File: config.mk
export PLATFORM = sky130hd
export DESIGN_NAME = mdr_arbiter
export DESIGN_NICKNAME = d
export VERILOG_FILES = /design/src/rtl/mdr_arbiter.sv
export SDC_FILE = /design/constraint.sdc
export NUM_CORES = 1
export LEC_CHECK = 0
export ABC_AREA = 1
export BUFFER_PORTS_ARGS = -buffer_cell sky130_fd_sc_hd__buf_4
export CAP_MARGIN = 15
export CORE_MARGIN = 2
export CORE_UTILIZATION = 45
export DETAILED_ROUTE_END_ITERATION = 8
export GPL_TIMING_DRIVEN = 0
export PLACE_DENSITY_LB_ADDON = 0.25
export SYNTH_ARGS = -nofsm -noshare
export SYNTH_HDL_FRONTEND = slang
export SYNTH_SLANG_ARGS = --single-unit
File: constraint.sdc
create_clock -name clk -period 1.9 [get_ports clk]
set_clock_uncertainty 0.05 [all_clocks]
set_input_delay 0.38 -clock clk [delete_from_list [all_inputs] [get_ports clk]]
set_output_delay 0.38 -clock clk [all_outputs]
set_load 0.01 [all_outputs]
File: src/rtl/mdr_arbiter.sv
// Two-requester round-robin front end for a shared MDR multiply/divide engine.
// Latches the winner's operands, starts the engine, and returns the result or a timeout.
module mdr_arbiter #(
    parameter int unsigned WORD_LENGTH = 16,
    parameter int unsigned MAX_WAIT    = 64
) (
    input  logic                   clk,
    input  logic                   reset,
    input  logic                   req0,
    input  logic                   req1,
    input  logic [1:0]             op0,
    input  logic [1:0]             op1,
    input  logic [WORD_LENGTH-1:0] x0,
    input  logic [WORD_LENGTH-1:0] y0,
    input  logic [WORD_LENGTH-1:0] x1,
    input  logic [WORD_LENGTH-1:0] y1,
    output logic                   gnt0,
    output logic                   gnt1,
    output logic                   done0,
    output logic                   done1,
    output logic [WORD_LENGTH-1:0] res_result,
    output logic [WORD_LENGTH-1:0] res_remainder,
    output logic                   res_sign,
    output logic                   res_err,
    output logic                   busy,
    output logic [WORD_LENGTH-1:0] mdr_dataX,
    output logic [WORD_LENGTH-1:0] mdr_dataY,
    output logic [1:0]             mdr_op,
    output logic                   mdr_start,
    input  logic                   mdr_ready,
    input  logic [WORD_LENGTH-1:0] mdr_result,
    input  logic [WORD_LENGTH-1:0] mdr_remainder,
    input  logic                   mdr_sign
);

    localparam int unsigned CntWidth = $clog2(MAX_WAIT + 1);
    localparam logic [CntWidth-1:0] CntMax = CntWidth'(MAX_WAIT);

    localparam logic [2:0] StIdle   = 3'd0;
    localparam logic [2:0] StIssue  = 3'd1;
    localparam logic [2:0] StSettle = 3'd2;
    localparam logic [2:0] StWait   = 3'd3;
    localparam logic [2:0] StResp   = 3'd4;

    logic [2:0]             state_q, state_d;
    logic                   winner_q, winner_d;
    logic                   last_grant_q, last_grant_d;
    logic [CntWidth-1:0]    cnt_q, cnt_d;
    logic [1:0]             op_q, op_d;
    logic [WORD_LENGTH-1:0] x_q, x_d;
    logic [WORD_LENGTH-1:0] y_q, y_d;
    logic [WORD_LENGTH-1:0] result_q, result_d;
    logic [WORD_LENGTH-1:0] remainder_q, remainder_d;
    logic                   sign_q, sign_d;
    logic                   err_q, err_d;
    logic                   gnt0_q, gnt0_d;
    logic                   gnt1_q, gnt1_d;
    logic                   done0_q, done0_d;
    logic                   done1_q, done1_d;
    logic                   start_q, start_d;
    logic                   pick1;

    // On a tie the requester that did not win last time goes next.
    assign pick1 = (req0 && req1) ? ~last_grant_q : req1;

    always_comb begin
        state_d      = state_q;
        winner_d     = winner_q;
        last_grant_d = last_grant_q;
        cnt_d        = cnt_q;
        op_d         = op_q;
        x_d          = x_q;
        y_d          = y_q;
        result_d     = result_q;
        remainder_d  = remainder_q;
        sign_d       = sign_q;
        err_d        = err_q;
        gnt0_d       = 1'b0;
        gnt1_d       = 1'b0;
        done0_d      = 1'b0;
        done1_d      = 1'b0;
        start_d      = 1'b0;

        case (state_q)
            StIdle: begin
                if (req0 || req1) begin
                    winner_d     = pick1;
                    last_grant_d = pick1;
                    op_d         = pick1 ? op1 : op0;
                    x_d          = pick1 ? x1 : x0;
                    y_d          = pick1 ? y1 : y0;
                    gnt0_d       = ~pick1;
                    gnt1_d       = pick1;
                    start_d      = 1'b1;
                    state_d      = StIssue;
                end
            end
            StIssue: begin
                state_d = StSettle;
            end
            StSettle: begin
                // A level ready left over from the previous job is still visible here.
                cnt_d   = '0;
                state_d = StWait;
            end
            StWait: begin
                if (mdr_ready) begin
                    result_d    = mdr_result;
                    remainder_d = mdr_remainder;
                    sign_d      = mdr_sign;
                    err_d       = 1'b0;
                    done0_d     = ~winner_q;
                    done1_d     = winner_q;
                    state_d     = StResp;
                end else if (cnt_q == CntMax) begin
                    result_d    = '0;
                    remainder_d = '0;
                    sign_d      = 1'b0;
                    err_d       = 1'b1;
                    done0_d     = ~winner_q;
                    done1_d     = winner_q;
                    state_d     = StResp;
                end else begin
                    cnt_d = cnt_q + CntWidth'(1);
                end
            end
            StResp: begin
                state_d = StIdle;
            end
            default: begin
                state_d = StIdle;
            end
        endcase
    end

    always_ff @(posedge clk) begin
        if (reset) begin
            state_q      <= StIdle;
            winner_q     <= 1'b0;
            last_grant_q <= 1'b1;
            cnt_q        <= '0;
            op_q         <= '0;
            x_q          <= '0;
            y_q          <= '0;
            result_q     <= '0;
            remainder_q  <= '0;
            sign_q       <= 1'b0;
            err_q        <= 1'b0;
            gnt0_q       <= 1'b0;
            gnt1_q       <= 1'b0;
            done0_q      <= 1'b0;
            done1_q      <= 1'b0;
            start_q      <= 1'b0;
        end else begin
            state_q      <= state_d;
            winner_q     <= winner_d;
            last_grant_q <= last_grant_d;
            cnt_q        <= cnt_d;
            op_q         <= op_d;
            x_q          <= x_d;
            y_q          <= y_d;
            result_q     <= result_d;
            remainder_q  <= remainder_d;
            sign_q       <= sign_d;
            err_q        <= err_d;
            gnt0_q       <= gnt0_d;
            gnt1_q       <= gnt1_d;
            done0_q      <= done0_d;
            done1_q      <= done1_d;
            start_q      <= start_d;
        end
    end

    assign gnt0          = gnt0_q;
    assign gnt1          = gnt1_q;
    assign done0         = done0_q;
    assign done1         = done1_q;
    assign mdr_start     = start_q;
    assign busy          = (state_q != StIdle);
    assign mdr_op        = op_q;
    assign mdr_dataX     = x_q;
    assign mdr_dataY     = y_q;
    assign res_result    = result_q;
    assign res_remainder = remainder_q;
    assign res_sign      = sign_q;
    assign res_err       = err_q;

endmodule

### Word-level counts from Yosys, hierarchy flattened

Index checks and enable logic that the tools add are counted.

| cells by class | value |
|---|---|
| add/subtract/negate cells | 1 |
| reductions and logical operators | 13 |
| eq/ne operators | 8 |
| bitwise logic cells | 6 |
| muxes and demuxes | 23 |

Operator list:

| cell | count |
|---|---|
| 16-bit two-way mux | 5 |
| 7-bit two-way mux | 2 |
| 7-bit one-hot mux with 2 select lines | 1 |
| 3-bit one-hot mux with 4 select lines | 1 |
| 1-bit two-way mux | 10 |
| 3-bit two-way mux | 3 |
| 7-bit by 1-bit adder with 7-bit output, second input constant | 1 |
| 7-bit equality test, second input constant | 1 |
| 3-bit by 2-bit equality test with 1-bit output, second input constant | 2 |
| 2-bit inequality test, second input constant | 3 |
| 1-bit NOT | 6 |
| 2-bit AND reduction | 3 |
| 2-bit nonzero test | 2 |
| 2-bit OR reduction | 2 |
| 3-bit by 1-bit equality test with 1-bit output, second input constant | 1 |
| 3-bit zero test | 1 |
| 3-bit inequality test, second input constant | 1 |
| 3-bit AND reduction | 1 |
| 3-bit nonzero test | 1 |
| 3-bit OR reduction | 1 |
| 2-bit two-way mux | 1 |
| 1-bit logical AND | 1 |
| 1-bit logical OR | 1 |

| storage, ports and cells | value |
|---|---|
| word-level logic and storage cells | 67 |
| input bits | 106 |
| output and inout bits | 74 |
| register bits | 85 |

### Longest topological paths before layout

| logic depth | value |
|---|---|
| depth after elaboration | 4 |
| mapped depth | 11 |
| depth with buffers taken out | 11 |

### Worst setup path before layout

No wires, ideal clock.

| timing path | value |
|---|---|
| path type | register to register |
| start point | register cnt_q[0] |
| end point | register remainder_q[14], in the netlist res_remainder[14] |
| data required time | 1780 ps |
| path buffers | 1 |
| library setup time | 70 ps |
| clock period less this slack | 1419 ps |
| data arrival time | 1299 ps |
| stages on the path, launching flop included | 11 |
| slack | 481 ps |
| cell sequence | dfxtp_1 > inv_1 > ha_1 > inv_1 > nor2_1 > nand3_1 > nand2_1 > nand2_2 > buf_2 > nand2_1 > a21oi_1 |

| between the ends | value |
|---|---|
| cells in the longest elaborated chain, start to end | 3 |

Ends and longest elaborated chain:

| item | line | source |
|---|---|---|
| start: declaration | 48 | `logic [CntWidth-1:0] cnt_q, cnt_d;` |
| start signal: assignment | 158 | `cnt_q <= cnt_d;` |
| 7-bit equality test | 115 | `end else if (cnt_q == CntMax) begin` |
| 2-bit nonzero test (no source line) | - |  |
| 2-bit AND reduction (no source line) | - |  |
| end signal: assignment | 163 | `remainder_q <= remainder_d;` |
| end: declaration | 53 | `logic [WORD_LENGTH-1:0] remainder_q, remainder_d;` |

Every way passes these cells.
A chain may end at the register's enable or synchronous reset.

### Final worst setup path

| timing path | value |
|---|---|
| start point | register cnt_q[0] |
| end point | register result_q[3], in the netlist res_result[3] |

| between the ends | value |
|---|---|
| cells in the longest elaborated chain, start to end | 3 |

Ends and longest elaborated chain:

| item | line | source |
|---|---|---|
| 7-bit equality test | 115 |  |
| 2-bit nonzero test (no source line) | - |  |
| 2-bit AND reduction (no source line) | - |  |
| end signal: assignment | 162 | `result_q <= result_d;` |
| end: declaration | 52 | `logic [WORD_LENGTH-1:0] result_q, result_d;` |

Every way passes these cells.

==> reports/qor.tcl <==
set qor(horizontal_die_dimension_um) 90.9
set qor(dr_wl_met2_mm) 4.89
set qor(remaining_drc_errors) 0
set qor(synth-async-reset-ratio_pct) 0
set qor(post_synth.cell_area_avg_um2) 7.58
set qor(final-max-slew-violation-count) 0
set qor(syn2layout_area_growth_pct) 49.0
set qor(top_level_ports) 180
set qor(critical_path_peak_fanout) 10
set qor(synth_cells) 448
set qor(maxCapViolations) 0
set qor(synth-seq-area-share_pct) 50.1
set qor(drt-met1-wl_mm) 3.69
set qor(worst_path_max_delay_cell) {dfxtp_1}
set qor(detail_route.wirelength_mm) 9.66
set qor(met3_routed_length_um) 956
set qor(mappedNetlistArea_um2) 3400
set qor(synth_xor_area_share_pct) 0
set qor(power_leakage_nw) 2.39
set qor(grt_overflow) 0
set qor(cts_buffers) 9
set qor(core.rowCount) 31
set qor(post_cts_hold_buffer_count) 0
set qor(grt_util_all_layers_pct) 23.1
set qor(critical_path.max_stage_delay_ns) 0.40
set qor(drt_pre_antenna_iters) 5
set qor(cts_tree) {done}
set qor(core-area_um2) 7290
set qor(layout_common_cells) {181 x buf_4, 158 x nand2_1, 85 x dfxtp_1, 68 x nand3_1, 41 x a21oi_1}
set qor(yosysUniqueCellTypes) 24
set qor(rsz_0062_raised_after_global_routing) {no}
set qor(arrival_ns) 1.91
set qor(effective_utilization_at_floorplan_pct) 46.6
set qor(grt_max_degree) 15
set qor(finish_stage_setup_viols) 0
set qor(path_class) {reg2reg}
set qor(cts_root_buffer) {clkbuf_8}
set qor(place.detailed.hpwl_mm) 7.44
set qor(clk_latency_ns) 0.35
set qor(power.density_cell_area_nw_per_um2) 816
set qor(synth_compound_gate_area_share_pct) 7.22
set qor(timing.final.crit_share_pct) 88.1
set qor(buffer_ports.inserted) 177
set qor(via_density_per_instance) 4.88
set qor(clkSlewWorstSetupHoldPaths_ns) 0.09
set qor(outcome) {completed}
set qor(worst_hold_startpoint) {x1[11]}
set qor(final_critical_path_setup_slack_ns) 0.226
set qor(routabilityCongestion) 0.809
set qor(worst-slew-pin-transition_ns) 0.553
set qor(synthMuxAreaShare_pct) 0
set qor(total_count_of_hold_check_failures_in_the_final_report) 0
set qor(ir_drop_v) 0.000481
set qor(yosys_most_used_dff) {dfxtp_1}
set qor(synth_adder_area_share_pct) 0.737
set qor(timing.reg2reg.setup_slack_ns) 0.23
set qor(yosysWarningCount) 0
set qor(cp_cell_instances) {inv_1, ha_1, inv_1, nor2_1, nand3_1, nand2_1, nand2_2, buf_2, nand2_1, a21oi_1}
set qor(global_route_wire_length_before_repair_mm) 15.4
set qor(postSynthNetCount) 556
set qor(post-route-cell-area_um2) 5060
set qor(fmax_mhz) 597
set qor(highest_layer) {met4}
set qor(die-area_um2) 8260
set qor(mostFrequentLayoutCell) {buf_4}
set qor(dpl_worst_slack_ns) 0.223
set qor(via_count_of_the_first_global_routing_pass) 3393
set qor(critical_path.startpoint) {cnt_q[0]}
set qor(synth_top_family_by_area) {simple AND/OR/NAND/NOR gates}
set qor(post_synth_and_or_nand_nor_area_fraction_pct) 35.4
set qor(detailedRoute.firstIterationViolations) 132
set qor(die_y_um) 90.9
set qor(fin_nets) 744
set qor(count_of_buffers_added_by_post_cts_timing_repair_for_setup) 0
set qor(worst-endpoint-required_ns) 2.14
set qor(worstSetupEndpointType) {flop}
set qor(worst_path_dominant_cell_family) {simple AND/OR/NAND/NOR gates}
set qor(setup_tns_ns) 0
set qor(min_period_ns) 1.67
set qor(clock_path_buffers) 2
set qor(synth-seq-cells) 85
set qor(cts.sink_count) 85
set qor(clock_tree.htree_level_count) 3
set qor(dr_total_vias) 3603
set qor(slew_headroom_pct) 63.1
set qor(startpoint_type) {flop}
set qor(antenna_violations_before_repair) 0
set qor(antenna_violating_nets_post_route) 0
set qor(finalNonFillerCells) 739
set qor(worstPathBufferInverterCount) 3
set qor(antenna-diode-count) 0
set qor(cts.repair.resized) 0
set qor(post_dr_wirelength_cell_um) 13.1
set qor(numPlacedInstances) 724
set qor(layout-drive-gt1-share_pct) 36.1
set qor(regToRegStartpoint) {cnt_q[0]}
set qor(synth_edf_count) 0
set qor(holdCritPathClass) {in2reg}
set qor(place_area_um2) 4850
worst register-to-register path, cell delays in order, from the launching register on:
cell	delay, ns
dfxtp_1	0.40
inv_1	0.08
ha_1	0.19
inv_1	0.05
nor2_1	0.03
nand3_1	0.08
nand2_1	0.09
nand2_2	0.18
buf_2	0.26
nand2_1	0.08
a21oi_1	0.14
power breakdown:
| group | internal, mW | switching (mW) |
|---|---|---|
| logic | 0.390 | 0.373 |
| registers | 1.91 | 0.0727 |
| clock network | 0.741 | 0.647 |
layout make-up:
type	instances	area, um2
flip-flops and latches	85	1700
clock inverters	5	85.1
inverters	20	75.1
repair buffers	177	1330
clock buffers	10	128
fillers	631	2230
plain buffers	26	149
well taps	99	124
multi-input cells	317	1470
sequential cells by signal, summed over array words and instances (netlist names), 2 cells and up:
register	flops
mdr_dataY	16
cnt_q	7
mdr_dataX	16
res_remainder	16
state_q	3
mdr_op	2
res_result	16
metal layers:
metal	GRT usage (%)	vias up
met3	6.93	8
met2	40.8	156
li1	-	1817
met4	8.96	0
met5	0	-
met1	26.0	1622
through the flow:
stage / power, mW / hold slack, ns / util (%)
after floorplan: 2.36 / 0.351 / -
after global placement: 2.77 / 0.382 / 66.5
after detailed placement: 2.79 / 0.379 / 66.5
after CTS: 4.15 / 0.159 / 69.4
after global routing: 4.31 / 0.163 / 69.4
final: 4.13 / 0.168 / 69.4
Yosys cell counts (all sizes together), types with 2 or more instances:
cell | instances | area (um2)
nand4 | 3 | 18.8
nor3 | 4 | 31.3
clkbuf | 7 | 26.3
nor2 | 21 | 101
a21oi | 41 | 205
nand2 | 162 | 623
dfxtp | 85 | 1700
nand3 | 76 | 420
o21ai | 5 | 25.0
inv | 20 | 75.1
buf | 19 | 123
ha | 2 | 25.0
worst paths after layout:
kind	endpoint	cells after the start
setup / recovery	res_result[3]	10
setup reg to reg	res_result[3]	10
hold / removal	mdr_dataX[11]	3
hold reg to reg	done0	1
cells by family after synthesis:
family                     count (synthesis)
and+or+nand+nor                          267
adders and majority gates                  2
AOI/OAI and AO/OA                         48
DFF                                       85
buffers and inverters                     46
Power figures use the tool's default switching activity.
